### src/rtl/mem_ctrl_pkg.sv
// mem_ctrl_pkg: shared state codes, mem_e field layout and load-extension helper.
package mem_ctrl_pkg;
   localparam logic [1:0] S_IDLE = 2'd0;
   localparam logic [1:0] S_BUSY = 2'd1;
   localparam logic [1:0] S_ACK  = 2'd2;
   localparam int E_EN     = 4;
   localparam int E_LEN_HI = 3;
   localparam int E_LEN_LO = 2;
   localparam int E_WR     = 1;
   localparam int E_UNS    = 0;
   localparam logic [1:0] LEN_BYTE = 2'd0;
   localparam logic [1:0] LEN_HALF = 2'd1;
   localparam logic [1:0] LEN_WORD = 2'd3;
   function automatic logic [31:0] ext(input logic [31:0] b, input logic [1:0] len, input logic uns);
      return len == LEN_BYTE ? {{24{b[7] & ~uns}}, b[7:0]} :
             len == LEN_HALF ? {{16{b[15] & ~uns}}, b[15:0]} :
             len == LEN_WORD ? b : {8'h00, b[23:0]};
   endfunction
endpackage

### src/rtl/mem_ctrl_if.sv
// mem_ctrl_if: requester (fetch, load/store) and byte-RAM port signals of mem_ctrl.
interface mem_ctrl_if #(
   parameter int ADDR_W = 17
);
   logic              flush, if_req, if_ack, mem_ack, ram_wr;
   logic [31:0]       if_addr, if_data, mem_addr, mem_wdata, mem_rdata;
   logic [4:0]        mem_e;
   logic [ADDR_W-1:0] ram_a;
   logic [7:0]        ram_dout, ram_din;
   modport slave (
      input  flush, if_req, if_addr, mem_e, mem_addr, mem_wdata, ram_din,
      output if_ack, if_data, mem_ack, mem_rdata, ram_a, ram_wr, ram_dout
   );
   modport master (
      output flush, if_req, if_addr, mem_e, mem_addr, mem_wdata, ram_din,
      input  if_ack, if_data, mem_ack, mem_rdata, ram_a, ram_wr, ram_dout
   );
endinterface

### src/rtl/mem_arb.sv
// mem_arb: two-way round-robin grant between fetch (0) and data (1).
module mem_arb (
   input  logic if_req_i,
   input  logic d_req_i,
   input  logic last_i,
   output logic valid_o,
   output logic grant_o
);
   assign valid_o = if_req_i | d_req_i;
   assign grant_o = (if_req_i & d_req_i) ? ~last_i : d_req_i;
endmodule

### src/rtl/mem_ctrl.sv
// mem_ctrl: sequences fetch and load/store accesses onto a byte-wide RAM, one byte per cycle.
module mem_ctrl
   import mem_ctrl_pkg::*;
#(
   parameter int ADDR_W = 17
) (
   input logic       clk,
   input logic       rst,
   mem_ctrl_if.slave bus
);
   logic [1:0]        state_q, state_d, len_q, len_d;
   logic [2:0]        cnt_q, cnt_d, cm1;
   logic [ADDR_W-1:0] base_q, base_d;
   logic              wr_q, wr_d, uns_q, uns_d, gnt_q, gnt_d, last_q, last_d;
   logic [31:0]       wdata_q, wdata_d, buf_q, buf_d, ifd_q, rdd_q;
   logic              arb_v, arb_g, busy, done;
   logic              unused_addr;
   assign unused_addr = ^{bus.if_addr[31:ADDR_W], bus.mem_addr[31:ADDR_W]};
   mem_arb u_arb (
      .if_req_i(bus.if_req),
      .d_req_i (bus.mem_e[E_EN]),
      .last_i  (last_q),
      .valid_o (arb_v),
      .grant_o (arb_g)
   );
   assign busy = state_q == S_BUSY;
   assign cm1  = cnt_q - 3'd1;
   // reads need one extra cycle for the last byte to return from the RAM
   assign done = wr_q ? cnt_q == {1'b0, len_q} : cnt_q == {1'b0, len_q} + 3'd1;
   assign bus.ram_a     = busy ? base_q + ADDR_W'(cnt_q) : '0;
   assign bus.ram_wr    = busy & wr_q;
   assign bus.ram_dout  = bus.ram_wr ? wdata_q[{cnt_q[1:0], 3'b000} +: 8] : 8'h00;
   assign bus.if_ack    = state_q == S_ACK & ~gnt_q & ~bus.flush;
   assign bus.mem_ack   = state_q == S_ACK & gnt_q;
   assign bus.if_data   = bus.if_ack ? buf_q : ifd_q;
   assign bus.mem_rdata = bus.mem_ack ? ext(buf_q, len_q, uns_q) : rdd_q;
   always_comb begin
      state_d = state_q;
      cnt_d   = cnt_q;
      base_d  = base_q;
      len_d   = len_q;
      wr_d    = wr_q;
      uns_d   = uns_q;
      gnt_d   = gnt_q;
      last_d  = last_q;
      wdata_d = wdata_q;
      buf_d   = buf_q;
      case (state_q)
         S_IDLE: if (arb_v) begin
            state_d = S_BUSY;
            cnt_d   = 3'd0;
            gnt_d   = arb_g;
            last_d  = arb_g;
            base_d  = arb_g ? bus.mem_addr[ADDR_W-1:0] : bus.if_addr[ADDR_W-1:0];
            len_d   = arb_g ? bus.mem_e[E_LEN_HI:E_LEN_LO] : LEN_WORD;
            wr_d    = arb_g & bus.mem_e[E_WR];
            uns_d   = bus.mem_e[E_UNS];
            wdata_d = bus.mem_wdata;
         end
         S_BUSY: begin
            if (!wr_q && cnt_q != 3'd0) buf_d[{cm1[1:0], 3'b000} +: 8] = bus.ram_din;
            cnt_d   = cnt_q + 3'd1;
            state_d = done ? S_ACK : S_BUSY;
         end
         default: state_d = S_IDLE;
      endcase
      // a pc redirect abandons the fetch, even in its ack cycle
      if (bus.flush && !gnt_q && state_q != S_IDLE) state_d = S_IDLE;
   end
   always_ff @(posedge clk) begin
      if (!rst) begin
         state_q <= S_IDLE;
         cnt_q   <= '0;
         base_q  <= '0;
         len_q   <= '0;
         wr_q    <= 1'b0;
         uns_q   <= 1'b0;
         gnt_q   <= 1'b0;
         last_q  <= 1'b1;
         wdata_q <= '0;
         buf_q   <= '0;
         ifd_q   <= '0;
         rdd_q   <= '0;
      end else begin
         state_q <= state_d;
         cnt_q   <= cnt_d;
         base_q  <= base_d;
         len_q   <= len_d;
         wr_q    <= wr_d;
         uns_q   <= uns_d;
         gnt_q   <= gnt_d;
         last_q  <= last_d;
         wdata_q <= wdata_d;
         buf_q   <= buf_d;
         ifd_q   <= bus.if_data;
         rdd_q   <= bus.mem_rdata;
      end
   end
endmodule

### src/flat_wrapper.sv
// flat-port wrapper written by rule: the top's interface ports become plain ports
module mem_ctrl_flat import mem_ctrl_pkg::*;
#(
   parameter int ADDR_W = 17
)
  (clk, rst, bus_flush, bus_if_req, bus_if_addr, bus_mem_e, bus_mem_addr, bus_mem_wdata, bus_ram_din, bus_if_ack, bus_if_data, bus_mem_ack, bus_mem_rdata, bus_ram_a, bus_ram_wr, bus_ram_dout);
  mem_ctrl_if #(.ADDR_W(ADDR_W)) bus_i ();
  input logic clk;
  input logic rst;
  input wire logic [$bits(bus_i.flush)-1:0] bus_flush;
  input wire logic [$bits(bus_i.if_req)-1:0] bus_if_req;
  input wire logic [$bits(bus_i.if_addr)-1:0] bus_if_addr;
  input wire logic [$bits(bus_i.mem_e)-1:0] bus_mem_e;
  input wire logic [$bits(bus_i.mem_addr)-1:0] bus_mem_addr;
  input wire logic [$bits(bus_i.mem_wdata)-1:0] bus_mem_wdata;
  input wire logic [$bits(bus_i.ram_din)-1:0] bus_ram_din;
  output wire logic [$bits(bus_i.if_ack)-1:0] bus_if_ack;
  output wire logic [$bits(bus_i.if_data)-1:0] bus_if_data;
  output wire logic [$bits(bus_i.mem_ack)-1:0] bus_mem_ack;
  output wire logic [$bits(bus_i.mem_rdata)-1:0] bus_mem_rdata;
  output wire logic [$bits(bus_i.ram_a)-1:0] bus_ram_a;
  output wire logic [$bits(bus_i.ram_wr)-1:0] bus_ram_wr;
  output wire logic [$bits(bus_i.ram_dout)-1:0] bus_ram_dout;
  assign bus_i.flush = bus_flush;
  assign bus_i.if_req = bus_if_req;
  assign bus_i.if_addr = bus_if_addr;
  assign bus_i.mem_e = bus_mem_e;
  assign bus_i.mem_addr = bus_mem_addr;
  assign bus_i.mem_wdata = bus_mem_wdata;
  assign bus_i.ram_din = bus_ram_din;
  assign bus_if_ack = bus_i.if_ack;
  assign bus_if_data = bus_i.if_data;
  assign bus_mem_ack = bus_i.mem_ack;
  assign bus_mem_rdata = bus_i.mem_rdata;
  assign bus_ram_a = bus_i.ram_a;
  assign bus_ram_wr = bus_i.ram_wr;
  assign bus_ram_dout = bus_i.ram_dout;
  mem_ctrl #(.ADDR_W(ADDR_W)) u_core (.clk(clk), .rst(rst), .bus(bus_i));
endmodule
### config.mk
export PLATFORM = sky130hd
export DESIGN_NAME = mem_ctrl_flat
export DESIGN_NICKNAME = d
export VERILOG_FILES = /design/src/rtl/mem_ctrl_pkg.sv /design/src/rtl/mem_ctrl_if.sv /design/src/rtl/mem_arb.sv /design/src/rtl/mem_ctrl.sv /design/src/flat_wrapper.sv
export SDC_FILE = /design/constraint.sdc
export NUM_CORES = 1
export LEC_CHECK = 0
export CORE_ASPECT_RATIO = 1.2
export CORE_MARGIN = 4
export CORE_UTILIZATION = 40
export DETAILED_ROUTE_END_ITERATION = 16
export MAX_ROUTING_LAYER = met4
export PLACE_DENSITY = 0.68
export SYNTH_ARGS = -nofsm -noshare
export SYNTH_HDL_FRONTEND = slang
export SYNTH_SLANG_ARGS = --single-unit
### constraint.sdc
create_clock -name clk -period 6.7 [get_ports clk]
set_input_delay 1.34 -clock clk [delete_from_list [all_inputs] [get_ports clk]]
set_output_delay 1.34 -clock clk [all_outputs]
set_load 0.05 [all_outputs]
==> impl_metrics.py <==
metrics = {
    "timing": {
        "worst_slew_pin_slew_ps": 928,
        "setup_violations": 0,
        "final_hold_viol_count": 0,
        "fin_skew_ps": 8.23,
        "rsz0062_at_grt": "false",
        "fin_crit_sh_pct": 80.0,
        "fmax_mhz": 186,
        "fin_tns_setup_ps": 0,
        "relSlewSlack_pct": 38.1,
        "finalCriticalPeriod_ps": 5360,
        "setup_ws_ps": 1340,
        "finalMaxSlewViolations": 0,
        "timing.hold.ws_ps": 460,
    },
    "finish": {
        "drive_above_1_share_pct": 10.6,
        "fillers": 1719,
        "multi_input_area_sq_mm": 0.00404,
        "fin_nets": 1057,
        "seq_area_sq_mm": 0.00312,
        "syn_to_final_growth_pct": 32.9,
    },
    "die": {
        "die-width_microns": 132,
        "io_pins": 205,
        "die_h_microns": 157,
        "dieArea_sq_mm": 0.0208,
        "core_sq_mm": 0.0182,
        "fp-row-count": 54,
        "start_util_pct": 40.7,
    },
    "synth": {
        "synth_flop_cell": "dfxtp_1",
        "synth_area_per_cell_sq_um": 9.41,
        "synth.ff_latch_count": 156,
        "synth_seq_area_share_pct": 42.1,
        "synth.top_cell.area_share_pct": 42.1,
        "syn_nets": 915,
        "async_flop_share_pct": 0,
        "synth_cell_types": 52,
        "synth_area_sq_mm": 0.00743,
        "yosysMostFrequentCell": "dfxtp_1",
        "synth-edff-count": 0,
        "syn_inst": 789,
        "netlist_top_cells_count": "dfxtp_1 (156), nand2_1 (110), and2_1 (68), a21boi_0 (50), clkbuf_1 (38)",
        "synthTopCellsByArea": "dfxtp_1 (42%), and2_1 (5.7%), mux2_2 (5.6%)",
        "synth.yosys.warnings": 0,
        "yosys.area.top_type": "dfxtp_1",
    },
    "setup_path": {
        "rrSetupSlack_ps": 4090,
        "r2r_start": "u_core.cnt_q[1]$_SDFFE_PN0P_",
        "crit_path_start_kind": "flop",
        "endpoint": "bus_ram_a[16]",
        "rr_worst_depth": 6,
        "cp.required_ps": 5360,
        "critPathLaunch": "u_core.cnt_q[1]$_SDFFE_PN0P_",
        "crit_fanout": 14,
        "path_class": "flop to output port",
        "reg2reg_to": "u_core.buf_q[5]$_SDFFE_PN0P_",
        "cp-end-kind": "output port",
        "arrival_ps": 4020,
    },
    "clock_network": {
        "cts.sink_count": 156,
        "cts_buffers": 17,
        "htreeDepth": 4,
        "cts_hold_buf": 0,
        "clock_latency_ps": 420,
        "post-cts-setup-buffers": 0,
        "root_buffer": "clkbuf_16",
        "ctsLongestPathBuffers": 2,
        "clk_pin_slew_ps": 60,
        "post_cts_resized": 0,
        "cts_tree": "done",
    },
    "global_route": {
        "grt_pass1_vias": 5863,
        "grt_pass1_wl_mm": 30.5,
        "grt_max_degree": 83,
        "antenna_found_initial": 1,
        "track_usage_pct": 18.6,
        "overflow": 0,
    },
    "route": {
        "drt-initial-drc-count": 236,
        "ant_nets": 0,
        "post-route-drc-count": 0,
        "wl_per_cell_microns": 16.1,
        "dr.pass1.iters": 4,
        "via_per_inst": 5.04,
        "vias": 5885,
        "drt_wl_total_mm": 18.8,
    },
    "hold_path": {
        "hold_path_class": "flop to flop",
    },
    "place": {
        "io_buffers": 174,
        "globalplace.congestion": 0.760,
        "place_ws_ps": 1690,
        "dp_hpwl_mm": 12.9,
    },
    "run_status": {
        "status": "finished clean",
    },
    "run": {
        "max_cap_viol_count": 0,
    },
    "power_and_ir_drop": {
        "total_power_mw": 2.34,
        "p_leak_nw": 3.80,
        "ir_drop_uv": 179,
        "power_density_mw_per_mm2": 237,
    },
}
==> per-layer routing <==
layer  GRT usage (%)  share of wire [%]
met1            21.3                 44
met2            32.8                 50
met3            4.57                4.5
met4            5.05                1.4
met5               -                  0
==> cells by family after synthesis <==
| family | share of synthesized area (%) |
|---|---|
| XOR/XNOR | 1.06 |
| AND/OR/NAND/NOR | 23.2 |
| AO/OA/AOI/OAI | 14.4 |
| flip-flops | 42.1 |
| adder cells (fa/ha/maj) | 2.29 |
| multiplexers | 13.2 |
| buffers and inverters | 3.84 |
==> power by group <==
part	switching (mW)	internal [mW]	leakage [nW]
sequential	0.0384	0.972	1.27
combinational	0.212	0.159	2.25
clock	0.380	0.578	0.283
==> final cells by class <==
cell class / count / area share [%]
clock buffers: 22 / 4.81
inverters: 7 / 0.266
diodes: 1 / 0.0254
repair buffers: 184 / 18.4
well taps: 224 / 2.84
multi-input cells: 565 / 40.9
clock inverters: 9 / 1.13
flip-flops and latches: 156 / 31.7
==> worst min-delay path by stage <==
| stage | from | slack [ps] | to | cells past startpoint |
|---|---|---|---|---|
| after floorplan | u_core.last_q$_SDFFE_PN1P_ | 440 | u_core.last_q$_SDFFE_PN1P_ | 2 |
| after detailed placement | u_core.wdata_q[22]$_SDFFE_PN0P_ | 460 | u_core.wdata_q[22]$_SDFFE_PN0P_ | 2 |
| after global routing | u_core.wdata_q[28]$_SDFFE_PN0P_ | 480 | u_core.wdata_q[28]$_SDFFE_PN0P_ | 2 |
| final | u_core.wdata_q[22]$_SDFFE_PN0P_ | 460 | u_core.wdata_q[22]$_SDFFE_PN0P_ | 2 |
| after CTS | u_core.wdata_q[22]$_SDFFE_PN0P_ | 470 | u_core.wdata_q[22]$_SDFFE_PN0P_ | 2 |
| after global placement | u_core.wdata_q[0]$_SDFFE_PN0P_ | 450 | u_core.wdata_q[0]$_SDFFE_PN0P_ | 2 |
==> sequential cells by signal, summed over array words and instances, names as in the netlist <==
register,cells
u_core.base_q,17
u_core.buf_q,32
u_core.cnt_q,3
u_core.gnt_q,1
u_core.ifd_q,32
u_core.last_q,1
u_core.len_q,2
u_core.rdd_q,32
u_core.state_q,2
u_core.uns_q,1
u_core.wdata_q,32
u_core.wr_q,1
==> critical path, stage by stage, from the launching register on <==
cell and delay, ps:
dfxtp_1 760, inv_1 320, fa_1 460, and2b_1 310, o21ai_0 220, or4_1 520, a21oi_1 150, clkdlybuf4s50_1 850
==> cells in the final DEF (no fill, tap or decap), types with 3 or more instances in the layout <==
cell type / count
mux4_2: 8
a21boi_1: 3
inv_1: 7
or4_1: 4
xor2_1: 5
mux2_2: 37
a21oi_1: 27
o21ai_0: 11
xnor2_1: 4
buf_4: 11
and3_1: 12
a21boi_0: 49
nand2b_1: 19
nand2_1: 110
clkdlybuf4s50_1: 173
o22a_1: 24
mux2_1: 3
nor2_1: 26
mux2i_1: 35
o211a_1: 17
nor2b_1: 27
clkbuf_8: 3
o31ai_1: 4
or3_1: 10
ha_1: 12
and2_1: 68
dfxtp_1: 156
nand3b_1: 10
clkbuf_16: 17
nand3_1: 11
==> per-stage QoR <==
step                      cell area (sq um)  cells  util, %
after floorplan                        7430    789        -
final                                  9870   1168     54.1
after global placement                 9280   1136     50.9
after CTS                              9860   1167     54.1
after detailed placement               9280   1136     50.9
after global routing                   9870   1168     54.1
No activity file was read; power rests on OpenSTA's default activity.
